`config.mk`:
```
export PLATFORM = sky130hd
export DESIGN_NAME = video_capture_monitor_flat
export DESIGN_NICKNAME = d
export VERILOG_FILES = /design/src/rtl/video_capture_pkg.sv /design/src/rtl/video_capture_if.sv /design/src/rtl/capture_fifo.sv /design/src/rtl/video_capture_monitor.sv /design/src/flat_wrapper.sv
export SDC_FILE = /design/constraint.sdc
export NUM_CORES = 1
export LEC_CHECK = 0
export CAP_MARGIN = 20
export CORE_ASPECT_RATIO = 0.9
export CORE_UTILIZATION = 26
export CTS_CLUSTER_DIAMETER = 40
export CTS_CLUSTER_SIZE = 28
export DETAILED_ROUTE_END_ITERATION = 10
export SLEW_MARGIN = 30
export SYNTH_ARGS = -nofsm -noshare
export SYNTH_HDL_FRONTEND = slang
export SYNTH_SLANG_ARGS = --single-unit
```
`constraint.sdc`:
```
create_clock -name pixel_clock -period 6.4 [get_ports pixel_clock]
set_input_delay 0.96 -clock pixel_clock [delete_from_list [all_inputs] [get_ports pixel_clock]]
set_output_delay 0.96 -clock pixel_clock [all_outputs]
set_load 0.01 [all_outputs]
```
`src/rtl/video_capture_pkg.sv`:
```
// Shared types and helpers for the video capture monitor: FSM states, pixel type,
// default pixel/word widths and the sync-assertion edge detector.
package video_capture_pkg;

   localparam int COLOR_BITS_DEF = 1;
   localparam int PPW_DEF        = 8;
   localparam int PW             = 3 * COLOR_BITS_DEF;
   localparam int DW             = PPW_DEF * PW;

   typedef enum logic [2:0] {
      IDLE,
      WAIT_VS,
      CAPTURE,
      FLUSH,
      DONE
   } cap_state_t;

   typedef logic [PW-1:0] pixel_t;

   // Sync is active low, so assertion is a high sample followed by a low one.
   function automatic logic sync_fall(input logic prev, input logic cur);
      return prev && !cur;
   endfunction

endpackage

```
`src/rtl/video_capture_if.sv`:
```
// Packed-pixel output stream, valid/ready with a frame-end marker.
// The master holds data/last stable while valid is high and ready is low.
interface video_capture_if #(
   parameter int DW = video_capture_pkg::DW
) ();
   logic [DW-1:0] out_data;
   logic          out_valid;
   logic          out_last;
   logic          out_ready;

   modport master (output out_data, output out_valid, output out_last, input out_ready);
   modport slave  (input out_data, input out_valid, input out_last, output out_ready);
endinterface

```
`src/rtl/capture_fifo.sv`:
```
// Synchronous show-ahead FIFO; write visible at the read port 1 cycle later.
// Caller must not push when full unless it pops in the same cycle.
module capture_fifo #(
   parameter int WIDTH = 25,
   parameter int DEPTH = 16
) (
   input  logic             pixel_clock,
   input  logic             rst_n,
   input  logic             push,
   input  logic [WIDTH-1:0] push_dat,
   input  logic             pop,
   output logic [WIDTH-1:0] pop_dat,
   output logic             full,
   output logic             empty
);
   localparam int AW = $clog2(DEPTH);

   logic [WIDTH-1:0] mem [DEPTH];
   logic [AW:0]      wr_ptr;
   logic [AW:0]      rd_ptr;

   assign empty   = (wr_ptr == rd_ptr);
   assign full    = (wr_ptr[AW] != rd_ptr[AW]) && (wr_ptr[AW-1:0] == rd_ptr[AW-1:0]);
   assign pop_dat = mem[rd_ptr[AW-1:0]];

   always_ff @(posedge pixel_clock) begin
      if (!rst_n) begin
         wr_ptr <= '0;
         rd_ptr <= '0;
      end else begin
         if (push) wr_ptr <= wr_ptr + 1'b1;
         if (pop)  rd_ptr <= rd_ptr + 1'b1;
      end
   end

   always_ff @(posedge pixel_clock) begin
      if (push) mem[wr_ptr[AW-1:0]] <= push_dat;
   end

endmodule

```
`src/rtl/video_capture_monitor.sv`:
```
// Measures line/frame geometry and captures one armed frame as packed words into a FIFO.
// Word reaches the FIFO 1 cycle after its last pixel; full FIFO drops data words, LAST retries.
module video_capture_monitor
   import video_capture_pkg::*;
#(
   parameter int COLOR_BITS      = 1,
   parameter int PIXELS_PER_WORD = 8,
   parameter int FIFO_DEPTH      = 16,
   parameter int CNT_BITS        = 12
) (
   input  logic                    pixel_clock,
   input  logic                    rst_n,
   input  logic                    pix_en,
   input  logic [3*COLOR_BITS-1:0] rgb,
   input  logic                    hsync_al,
   input  logic                    vsync_al,
   input  logic                    arm,
   video_capture_if.master         stream,
   output logic [CNT_BITS-1:0]     h_total,
   output logic [CNT_BITS-1:0]     v_total,
   output logic [15:0]             frame_count,
   output logic                    busy,
   output logic                    overflow
);
   localparam int PIX_W  = 3 * COLOR_BITS;
   localparam int WORD_W = PIXELS_PER_WORD * PIX_W;
   localparam int K_W    = (PIXELS_PER_WORD > 1) ? $clog2(PIXELS_PER_WORD) : 1;
   localparam logic [CNT_BITS-1:0] CNT_MAX = '1;
   localparam logic [K_W-1:0]      K_LAST  = K_W'(PIXELS_PER_WORD - 1);

   logic                hs_prev, vs_prev;
   logic                hs_edge, vs_edge;
   logic [CNT_BITS-1:0] h_cnt, v_cnt;
   cap_state_t          state;
   logic [K_W-1:0]      k;
   logic [WORD_W-1:0]   word, word_next;
   logic                pend_vld, pend_last;
   logic [WORD_W-1:0]   pend_dat;
   logic                fifo_full, fifo_empty, fifo_pop, push_ok;
   logic [WORD_W:0]     fifo_rd;
   logic                active;

   assign hs_edge = pix_en && sync_fall(hs_prev, hsync_al);
   assign vs_edge = pix_en && sync_fall(vs_prev, vsync_al);
   assign active  = pix_en && hsync_al && vsync_al && (state == CAPTURE);

   always_comb begin
      word_next = word;
      word_next[int'(k)*PIX_W +: PIX_W] = rgb;
   end

   always_ff @(posedge pixel_clock) begin
      if (!rst_n) begin
         hs_prev     <= 1'b1;
         vs_prev     <= 1'b1;
         h_cnt       <= '0;
         v_cnt       <= '0;
         h_total     <= '0;
         v_total     <= '0;
         frame_count <= '0;
      end else if (pix_en) begin
         hs_prev <= hsync_al;
         vs_prev <= vsync_al;
         if (hs_edge) begin
            h_total <= (h_cnt == CNT_MAX) ? CNT_MAX : h_cnt + 1'b1;
            h_cnt   <= '0;
         end else if (h_cnt != CNT_MAX) begin
            h_cnt <= h_cnt + 1'b1;
         end
         // A coincident hsync edge counts as the first line of the new frame.
         if (vs_edge) begin
            v_total     <= v_cnt;
            v_cnt       <= hs_edge ? CNT_BITS'(1) : '0;
            frame_count <= frame_count + 16'd1;
         end else if (hs_edge && v_cnt != CNT_MAX) begin
            v_cnt <= v_cnt + 1'b1;
         end
      end
   end

   assign fifo_pop = !fifo_empty && stream.out_ready;
   assign push_ok  = pend_vld && (!fifo_full || fifo_pop);

   always_ff @(posedge pixel_clock) begin
      if (!rst_n) begin
         state     <= IDLE;
         busy      <= 1'b0;
         overflow  <= 1'b0;
         k         <= '0;
         word      <= '0;
         pend_vld  <= 1'b0;
         pend_last <= 1'b0;
         pend_dat  <= '0;
      end else begin
         if (pend_vld && !push_ok) overflow <= 1'b1;
         // A refused LAST word stays pending and is offered again next cycle.
         if (push_ok || !pend_last) pend_vld <= 1'b0;

         case (state)
            IDLE, DONE: begin
               if (arm) begin
                  state    <= WAIT_VS;
                  busy     <= 1'b1;
                  overflow <= 1'b0;
               end
            end
            WAIT_VS: begin
               if (vs_edge) begin
                  state <= CAPTURE;
                  k     <= '0;
                  word  <= '0;
               end
            end
            CAPTURE: begin
               if (vs_edge) begin
                  state     <= FLUSH;
                  pend_vld  <= 1'b1;
                  pend_last <= 1'b1;
                  pend_dat  <= word;
                  word      <= '0;
                  k         <= '0;
               end else if (active) begin
                  if (k == K_LAST) begin
                     pend_vld  <= 1'b1;
                     pend_last <= 1'b0;
                     pend_dat  <= word_next;
                     word      <= '0;
                     k         <= '0;
                  end else begin
                     word <= word_next;
                     k    <= k + 1'b1;
                  end
               end
            end
            FLUSH: begin
               if (push_ok) begin
                  state <= DONE;
                  busy  <= 1'b0;
               end
            end
            default: begin
               state <= IDLE;
               busy  <= 1'b0;
            end
         endcase
      end
   end

   capture_fifo #(
      .WIDTH (WORD_W + 1),
      .DEPTH (FIFO_DEPTH)
   ) u_fifo (
      .pixel_clock (pixel_clock),
      .rst_n       (rst_n),
      .push        (push_ok),
      .push_dat    ({pend_last, pend_dat}),
      .pop         (fifo_pop),
      .pop_dat     (fifo_rd),
      .full        (fifo_full),
      .empty       (fifo_empty)
   );

   assign stream.out_valid = !fifo_empty;
   assign stream.out_data  = fifo_rd[WORD_W-1:0];
   assign stream.out_last  = !fifo_empty && fifo_rd[WORD_W];

endmodule

```
`src/flat_wrapper.sv`:
```
// flat-port wrapper written by rule: the top's interface ports become plain ports
module video_capture_monitor_flat import video_capture_pkg::*;
#(
   parameter int COLOR_BITS      = 1,
   parameter int PIXELS_PER_WORD = 8,
   parameter int FIFO_DEPTH      = 16,
   parameter int CNT_BITS        = 12
)
  (pixel_clock, rst_n, pix_en, rgb, hsync_al, vsync_al, arm, h_total, v_total, frame_count, busy, overflow, stream_out_data, stream_out_valid, stream_out_last, stream_out_ready);
  video_capture_if #(.DW(24)) stream_i ();
  input  logic pixel_clock;
  input  logic rst_n;
  input  logic pix_en;
  input  logic [3*COLOR_BITS-1:0] rgb;
  input  logic hsync_al;
  input  logic vsync_al;
  input  logic arm;
  output logic [CNT_BITS-1:0] h_total;
  output logic [CNT_BITS-1:0] v_total;
  output logic [15:0] frame_count;
  output logic busy;
  output logic overflow;
  output wire logic [$bits(stream_i.out_data)-1:0] stream_out_data;
  output wire logic [$bits(stream_i.out_valid)-1:0] stream_out_valid;
  output wire logic [$bits(stream_i.out_last)-1:0] stream_out_last;
  input wire logic [$bits(stream_i.out_ready)-1:0] stream_out_ready;
  assign stream_out_data = stream_i.out_data;
  assign stream_out_valid = stream_i.out_valid;
  assign stream_out_last = stream_i.out_last;
  assign stream_i.out_ready = stream_out_ready;
  video_capture_monitor #(.COLOR_BITS(COLOR_BITS), .PIXELS_PER_WORD(PIXELS_PER_WORD), .FIFO_DEPTH(FIFO_DEPTH), .CNT_BITS(CNT_BITS)) u_core (.pixel_clock(pixel_clock), .rst_n(rst_n), .pix_en(pix_en), .rgb(rgb), .hsync_al(hsync_al), .vsync_al(vsync_al), .arm(arm), .stream(stream_i), .h_total(h_total), .v_total(v_total), .frame_count(frame_count), .busy(busy), .overflow(overflow));
endmodule
```
-- Word level (Yosys, flattened, before mapping)
Memory sizes are Yosys's and may differ from the RTL's. A register that Yosys moved wholly into a read port is not among the register bits.
Cells that the tools add are included.
- flip-flop bits (word level): 134
- bits in writable memories: 400
- input port bits: 10
- memories kept: 1
- memories (memory ; words ; width ; rd ports ; clocked after memory_dff ; wr ports ; line ; source):
    u_core.u_fifo.mem ; 16 ; 25 ; 1 ; 1 ; 1 ; capture_fifo.sv:18 ; logic [WIDTH-1:0] mem [DEPTH];
- add/subtract/negate cells: 7
- multipliers: 1
- equal/unequal tests: 16
- shift-type cells: 2
- muxes and demuxes: 43
- bitwise operators: 1
- reductions and logical operators: 37
- operators by type and width (kind ; count):
    24-bit two-way mux ; 7
    12-bit two-way mux ; 5
    24-bit one-hot mux with 2 select lines ; 1
    32-bit negation with 33-bit output ; 1
    3-bit by 33-bit variable shift with 24-bit output, first input constant ; 1
    3-bit by 33-bit variable part select with 24-bit output ; 1
    12-bit by 1-bit adder with 12-bit output, second input constant ; 2
    24-bit bitwise mux ; 1
    3-bit two-way mux ; 8
    12-bit inequality test, second input constant ; 2
    16-bit by 1-bit adder with 16-bit output, second input constant ; 1
    1-bit two-way mux ; 16
    1-bit logical AND ; 13
    12-bit equality test, second input constant ; 1
    3-bit one-hot mux with 4 select lines ; 1
    5-bit by 1-bit adder with 5-bit output, second input constant ; 2
    2-bit nonzero test ; 5
    3-bit AND reduction ; 3
    4-bit two-way mux ; 2
    2-bit AND reduction ; 4
    3-bit by 2-bit equality test with 1-bit output, second input constant ; 2
    3-bit equality test, second input constant ; 2
    1-bit logical NOT ; 6
    2-bit by 1-bit inequality test with 1-bit output, second input constant ; 3
    15 further kinds ; 17

-- Logic depth before layout (Yosys ltp)
Gate-level depths: netlist (run 1).
- word-level depth: 11
- gate-level depth with buffers: 8
- mapped depth without buffers: 7

-- Hierarchy
Synthesis (run 1) repeated with hierarchy kept, for this count alone.
- cells, all modules: 1336
- area total of the unflattened synthesis: 21330.5 sq um
- by module, submodules not included (module ; times used ; cells an instance ; area each (sq um) ; seq. area each (sq um)):
    capture_fifo ; 1 ; 693 ; 15685.0 ; 12291.8
    video_capture_monitor ; 1 ; 643 ; 5645.4 ; 2482.4

-- Worst setup path after synthesis (run 1)
Ideal clock, no wire load.
- path type: input -> register
- from: input stream_out_ready
- to: memory u_core.u_fifo.mem[3][0] (enable)
- library setup time: 438 ps
- arrival time: 2948 ps
- required time: 5962 ps
- path slack: 3014 ps
- cell stages on the path: 3
- buffers on the path: 0
- cells stage by stage: nand2b_1 o211ai_1 nor3_1
- longest elaborated chain between the ends: 5
- RTL lines (what ; line ; source):
    from (decl) ; flat_wrapper.sv:26 ; input wire logic [$bits(stream_i.out_ready)-1:0] stream_out_ready;
    1-bit logical AND ; video_capture_monitor.sv:81 ; assign fifo_pop = !fifo_empty && stream.out_ready;
    1-bit logical OR ; video_capture_monitor.sv:82 ; assign push_ok = pend_vld && (!fifo_full || fifo_pop);
    1-bit logical AND ; video_capture_monitor.sv:82 ;
    1-bit two-way mux ; capture_fifo.sv:37 ; if (push) mem[wr_ptr[AW-1:0]] <= push_dat;
    1-bit two-way mux (not written as such) ; capture_fifo.sv:37 ;
    to (decl) ; capture_fifo.sv:18 ;
Every way passes these cells.

==> results of run 1 <==
-- layout by cell type (no fill, tap or decap), types with 17 or more instances in the layout --
cell type	count
xor2_1	27
xnor2_1	17
edfxtp_1	400
mux4_2	124
nand2_1	80
a21oi_1	59
and3_1	19
mux2i_1	25
dfxtp_1	134
clkdlybuf4s50_1	77
clkbuf_16	75
o21ai_0	30
nor2_1	73
buf_4	26
a22o_1	24
-- per-stage QoR --
| stage | instances | setup WS [ns] | util, % | power (mW) | area [um2] |
|---|---|---|---|---|---|
| floorplan | 1283 | 3.014 | - | 3.966 | 21440 |
| global placement | 2375 | 2.345 | 28.79 | 4.023 | 23430 |
| detailed placement | 2377 | 2.298 | 28.84 | 4.030 | 23470 |
| CTS | 2510 | 1.668 | 32.06 | 8.352 | 26090 |
| global route | 2510 | 1.527 | 32.07 | 8.516 | 26100 |
| finish | 2510 | 1.794 | 32.07 | 8.260 | 26100 |
-- kinds of logic after synthesis --
group	Yosys count	synth area share (%)
compound gates	167	5.252
fa+ha+maj	13	0.7587
mux	162	14.88
flops	538	68.91
buf+inv	84	1.838
xor+xnor	44	1.797
simple gates	275	6.571
-- synth_stat cells, types with 4 or more instances --
library cell / number / area [um2]
mux2i_1: 25 / 250.2
mux2_2: 13 / 146.4
nand2_1: 80 / 300.3
ha_1: 13 / 162.7
inv_1: 11 / 41.29
nand3_1: 12 / 60.06
o2111ai_1: 6 / 52.55
o211ai_1: 4 / 30.03
o21ai_0: 30 / 150.1
a22o_1: 24 / 210.2
buf_6: 4 / 45.04
dfxtp_1: 138 / 2763
mux4_2: 124 / 2793
xor2_1: 27 / 236.5
nand3b_1: 5 / 37.54
edfxtp_1: 400 / 12010
and3_1: 20 / 125.1
or3_1: 6 / 37.54
nand2b_1: 16 / 100.1
nand4_1: 10 / 62.56
buf_2: 29 / 145.1
xnor2_1: 17 / 148.9
nor3_1: 11 / 55.05
nor2b_1: 7 / 43.79
clkbuf_1: 35 / 131.4
a21oi_1: 60 / 300.3
a2bb2oi_1: 8 / 70.07
and4_1: 10 / 87.58
nor2_1: 73 / 274.0
a22oi_1: 7 / 52.55
and2_1: 8 / 50.05
-- per-layer routing --
layer / up-vias / GRT usage [%] / wire [um]
met5: - / 0 / 31
met4: 4 / 3.921 / 1186
met3: 94 / 2.620 / 2519
met2: 305 / 19.54 / 24040
met1: 6091 / 15.74 / 22490
li1: 5277 / - / -
-- sequential cells by signal, summed over array words and instances (netlist names), named ones only --
signal and cells:
u_core.pend_vld 1, u_core.word 24, u_core.h_cnt 12, u_core.busy 1
u_core.k 3, u_core.u_fifo.wr_ptr 5, u_core.overflow 1, u_core.state 3
u_core.vs_prev 1, u_core.v_cnt 12, u_core.hs_prev 1, u_core.u_fifo.rd_ptr 5
u_core.h_total 12, u_core.pend_dat 24, u_core.v_total 12, u_core.u_fifo.mem 400
u_core.pend_last 1, u_core.frame_count 16
-- worst max-delay path: stages, from the launching register on --
cell and delay (ns):
dfxtp_4 0.79, buf_4 0.63, mux4_2 0.59, mux4_2 0.48, clkdlybuf4s50_1 0.49
-- worst paths after layout --
| kind | from | endpoint | slack [ns] | cells after the start |
|---|---|---|---|---|
| hold / removal | u_core.v_total[3] | u_core.v_total[3] | 0.47 | 2 |
| setup reg to reg | u_core.u_fifo.wr_ptr[2] | u_core.u_fifo.mem[14][1] | 3.23 | 5 |
| setup / recovery | flop | stream_out_data[8] | 1.79 | 4 |
| hold reg to reg | u_core.v_total[3] | u_core.v_total[3] | 0.47 | 2 |
-- power groups by stage --
stage	registers [mW]	logic, mW	clock network [mW]
6_report	3.75	0.207	4.30
5_1_grt	3.75	0.228	4.54
3_3_place_gp	3.82	0.202	0
3_5_place_dp	3.82	0.207	0
2_1_floorplan	3.81	0.157	0
4_1_cts	3.75	0.209	4.39
-- area by class of cell --
cell class | instances | area, um2
Multi-Input combinational cell | 661 | 6304
Clock buffer | 84 | 1951
Clock inverter | 49 | 670.6
Inverter | 12 | 45.04
Sequential cell | 538 | 14780
Timing Repair Buffer | 106 | 1021
Tap cell | 1060 | 1326
Fill cell | 7735 | 55280
==> impl_metrics.ini, run 1 <==
[clocking]
cts_resized = 0
worstSkewPairLatency_ns = 0.61
post_cts_buffers = 0
cts_max_path_buffers = 3
clockRootBuffer = clkbuf_16
cts.sinks = 538
htree_num_levels = 3
cts_tree = built
ctsHoldBuffers = 0
clk_pin_slew_ns = 0.05
numCtsBuffers = 73

[pwr]
p_per_area_mw_per_mm2 = 316.5
internal_power_mw = 6.491
ir_worst_vdd_mv = 0.1812
p_clk_share_pct = 52.1
seq_power_share_pct = 45.4
p_leak_nw = 8.694
comb_power_share_pct = 2.5
swShare_pct = 21.41
power_switching_mw = 1.769

[die]
die_h_um = 274.4
rows = 99
dieArea_mm2 = 0.08362
core_area_mm2 = 0.08138
die_w_um = 304.7
io-pin-count = 78
initial_core_util_pct = 26.35

[grt]
grt.total_usage_pct = 11.96
grt_pass1_wl_um = 75740
antenna_found_initial = 2
grt_max_degree = 50
grt_pass1_vias = 12050
grt-ovfl-total = 0

[worst_setup_path]
critPathMaxFanout = 32
startpoint_type = flop
crit_path_end_kind = output port
worst-setup-path-type = flop to output port
arrival_ns = 3.65
required_ns = 5.44

[place]
place_congestion = 0.7635
dp_hpwl_um = 28340
io_buffers = 77

[yosys]
seq_area_frac_synth_pct = 68.91
synth-seq-cells = 538
syn_area_per_cell_um2 = 16.71
syn_inst = 1283
netlist_area_mm2 = 0.02144
ys_warn_count = 0
synth_edf_count = 400
ys.flop_type = edfxtp_1
synthArstFlopShare_pct = 0
synth_cell_types = 64
syn_nets = 1306

[drt]
via_per_inst = 4.690
first_pass_iters = 7
vias = 11770
wl_per_cell_um = 20.03
antenna_left = 0
dr.first_iter.drc_count = 914
wl_um = 50270
drc = 0

[sta]
fmax_mhz = 217.1
setup_viol = 0
timing.hold.ws_ns = 0.4665
hold_violations = 0
min_period_ns = 4.606
relSlewSlack_pct = 34.88
finalCritPeriodShare_pct = 71.98
tightest_slew_ns = 0.9768
rsz0062_at_grt = false
drv_slew = 0
fin_skew_ns = 0.02878
setup_tns_ns = 0

[cells_and_area]
layout-drive-gt1-share_pct = 21.86
insertedDiodeCount = 0
areaGrowthSynthToFinish_pct = 21.74
nets = 1415

[run_status]
status = finished clean

[flow_run]
drv_cap = 0

[min_path]
holdCritPathClass = flop to flop
No activity file was read; power rests on OpenSTA's default activity.
==> run 2: changes to the inputs <==
==> constraint.sdc (replaced) <==
create_clock -name pixel_clock -period 4.3 [get_ports pixel_clock]
set_input_delay 0.645 -clock pixel_clock [delete_from_list [all_inputs] [get_ports pixel_clock]]
set_output_delay 0.645 -clock pixel_clock [all_outputs]
set_load 0.01 [all_outputs]
==> run 2 against run 1 <==
Effect of this change:
- power increased by 48%
- cell count increased by 0.52%
- core utilization up 0.11 points
- register-to-register slack worse by 1.5 ns
- global-route usage down 0.051 points
- via count up 0.17%
- sequential share of layout area is 0.19 points lower
- clock power increased by 48%
- die area unchanged
- critical endpoint is now stream_out_data[12]
- clock-buffer cell count up 1
- critical path depth stayed put
==> impl_metrics.ini, run 2 (synthesis gave the netlist of run 1 again) <==
[place]
io_buffers = 77
placed_area_mm2 = 0.02354
place_congestion = 0.7712
dp_hpwl_um = 28520

[clocking]
cts_tree = built
htree_num_levels = 3
ctsHoldBuffers = 0
clk_pin_slew_ns = 0.06
cts_max_path_buffers = 3
cts.sinks = 538
cts_resized = 0
post_cts_buffers = 0
clockRootBuffer = clkbuf_16
worstSkewPairLatency_ns = 0.61
numCtsBuffers = 76

[drt]
antenna_left = 0
wl_met3_um = 2826
wl_per_cell_um = 19.75
vias = 11790
drt-met1-wl_um = 21770
met2WireLength_um = 24050
wl_um = 49830
drc = 0
top_layer_used = met5
first_pass_iters = 7
dr.first_iter.drc_count = 975
via_per_inst = 4.673

[grt]
antenna_found_initial = 2
grt_max_degree = 50
grt_pass1_wl_um = 75250
grt.total_usage_pct = 11.91
grt_pass1_vias = 12210
grt-ovfl-total = 0

[worst_setup_path]
crit_path_end_kind = output port
rrSetupSlack_ns = 1.69
startpoint_type = flop
arrival_ns = 3.24
critPathMaxFanout = 41
required_ns = 3.65
worst-setup-path-type = flop to output port

[pwr]
power.total_mw = 12.26
p_leak_nw = 8.732
p_per_area_mw_per_mm2 = 468.1
ir_worst_vdd_mv = 0.3017

[die]
die_h_um = 274.4
die_w_um = 304.7
core_area_mm2 = 0.08138
io-pin-count = 78
rows = 99
dieArea_mm2 = 0.08362
initial_core_util_pct = 26.35

[cells_and_area]
largest_reg_flops = 400
utilization_pct = 32.18
layout-drive-gt1-share_pct = 22.35
fillers = 7699
areaGrowthSynthToFinish_pct = 22.15
most-common-layout-cells = edfxtp_1, dfxtp_1, mux4_2, nand2_1, clkdlybuf4s50_1
fin_area_mm2 = 0.02619
insertedDiodeCount = 0
final_common_cell = edfxtp_1
nets = 1426

[sta]
rsz0062_at_grt = false
tightest_slew_ns = 0.7579
finalCritPeriodShare_pct = 90.46
fin_skew_ns = 0.04849
setup_tns_ns = 0
hold_violations = 0
min_period_ns = 3.890
setup_viol = 0
fmax_mhz = 257.1
drv_slew = 0
relSlewSlack_pct = 49.31

[min_path]
holdCritPathClass = flop to flop

[flow_run]
drv_cap = 0

[run_status]
status = finished clean
-- run 2: cell types whose count changed in the layout (fill, tap and decap cells not counted), moves of 3 or more --
cell        before  now
clkinvlp_4       3    6
clkinv_2         5    2
buf_4           26   33
clkinv_4         5    8
clkinv_8         4    1
inv_4            0    3
-- run 2: area by class of cell --
cell class	instances	area, um2	share of cell area [%]
Clock buffer	85	1956	7.467
Clock inverter	53	676.9	2.585
Inverter	12	45.04	0.1720
Multi-Input combinational cell	661	6304	24.07
Sequential cell	538	14780	56.45
Tap cell	1060	1326	5.064
Timing Repair Buffer	114	1099	4.195
-- run 2: worst paths after layout --
kind / startpoint / end / cells after the start
setup / recovery: flop / stream_out_data[12] / 4
hold / removal: u_core.word[14] / u_core.word[14] / 2
setup reg to reg: u_core.u_fifo.wr_ptr[2] / u_core.u_fifo.mem[12][0] / 5
hold reg to reg: u_core.word[14] / u_core.word[14] / 2
-- run 2: worst max-delay path: stages (launching register included) --
cell,delay [ns]
dfxtp_4,0.64
buf_12,0.37
mux4_2,0.55
mux4_2,0.52
clkdlybuf4s50_1,0.50
-- run 2: routing by layer --
layer,GRT usage (%),vias to the layer above
met2,19.85,312
met3,2.852,80
met1,15.17,6089
li1,-,5306
met5,0,-
met4,3.974,4
-- run 2: through the flow --
| stage | setup WS [ns] | hold WS, ns | instances |
|---|---|---|---|
| 2_1_floorplan | 1.229 | 0.4438 | 1283 |
| 3_3_place_gp | 0.9982 | 0.4510 | 2385 |
| 3_5_place_dp | 0.9861 | 0.4541 | 2385 |
| 4_1_cts | 0.3218 | 0.4645 | 2523 |
| 5_1_grt | 0.2462 | 0.4776 | 2523 |
| 6_report | 0.4103 | 0.4670 | 2523 |
-- run 2: report_power, final --
part / internal [mW] / switching (mW) / total [mW]
clock network: 3.91 / 2.46 / 6.37
logic: 0.126 / 0.181 / 0.307
registers: 5.54 / 0.0432 / 5.58
==> run 3: changes to the inputs <==
--- a/config.mk
+++ b/config.mk
@@ -5,12 +5,14 @@
 export SDC_FILE = /design/constraint.sdc
 export NUM_CORES = 1
 export LEC_CHECK = 0
+export ABC_CLOCK_PERIOD_IN_PS = 4300
 export CAP_MARGIN = 20
 export CORE_ASPECT_RATIO = 0.9
 export CORE_UTILIZATION = 26
 export CTS_CLUSTER_DIAMETER = 40
 export CTS_CLUSTER_SIZE = 28
 export DETAILED_ROUTE_END_ITERATION = 10
+export SETUP_SLACK_MARGIN = 0.05
 export SLEW_MARGIN = 30
 export SYNTH_ARGS = -nofsm -noshare
 export SYNTH_HDL_FRONTEND = slang
==> results of run 3 <==
The final DEF is identical to that of run 2; final timing and power are the same.
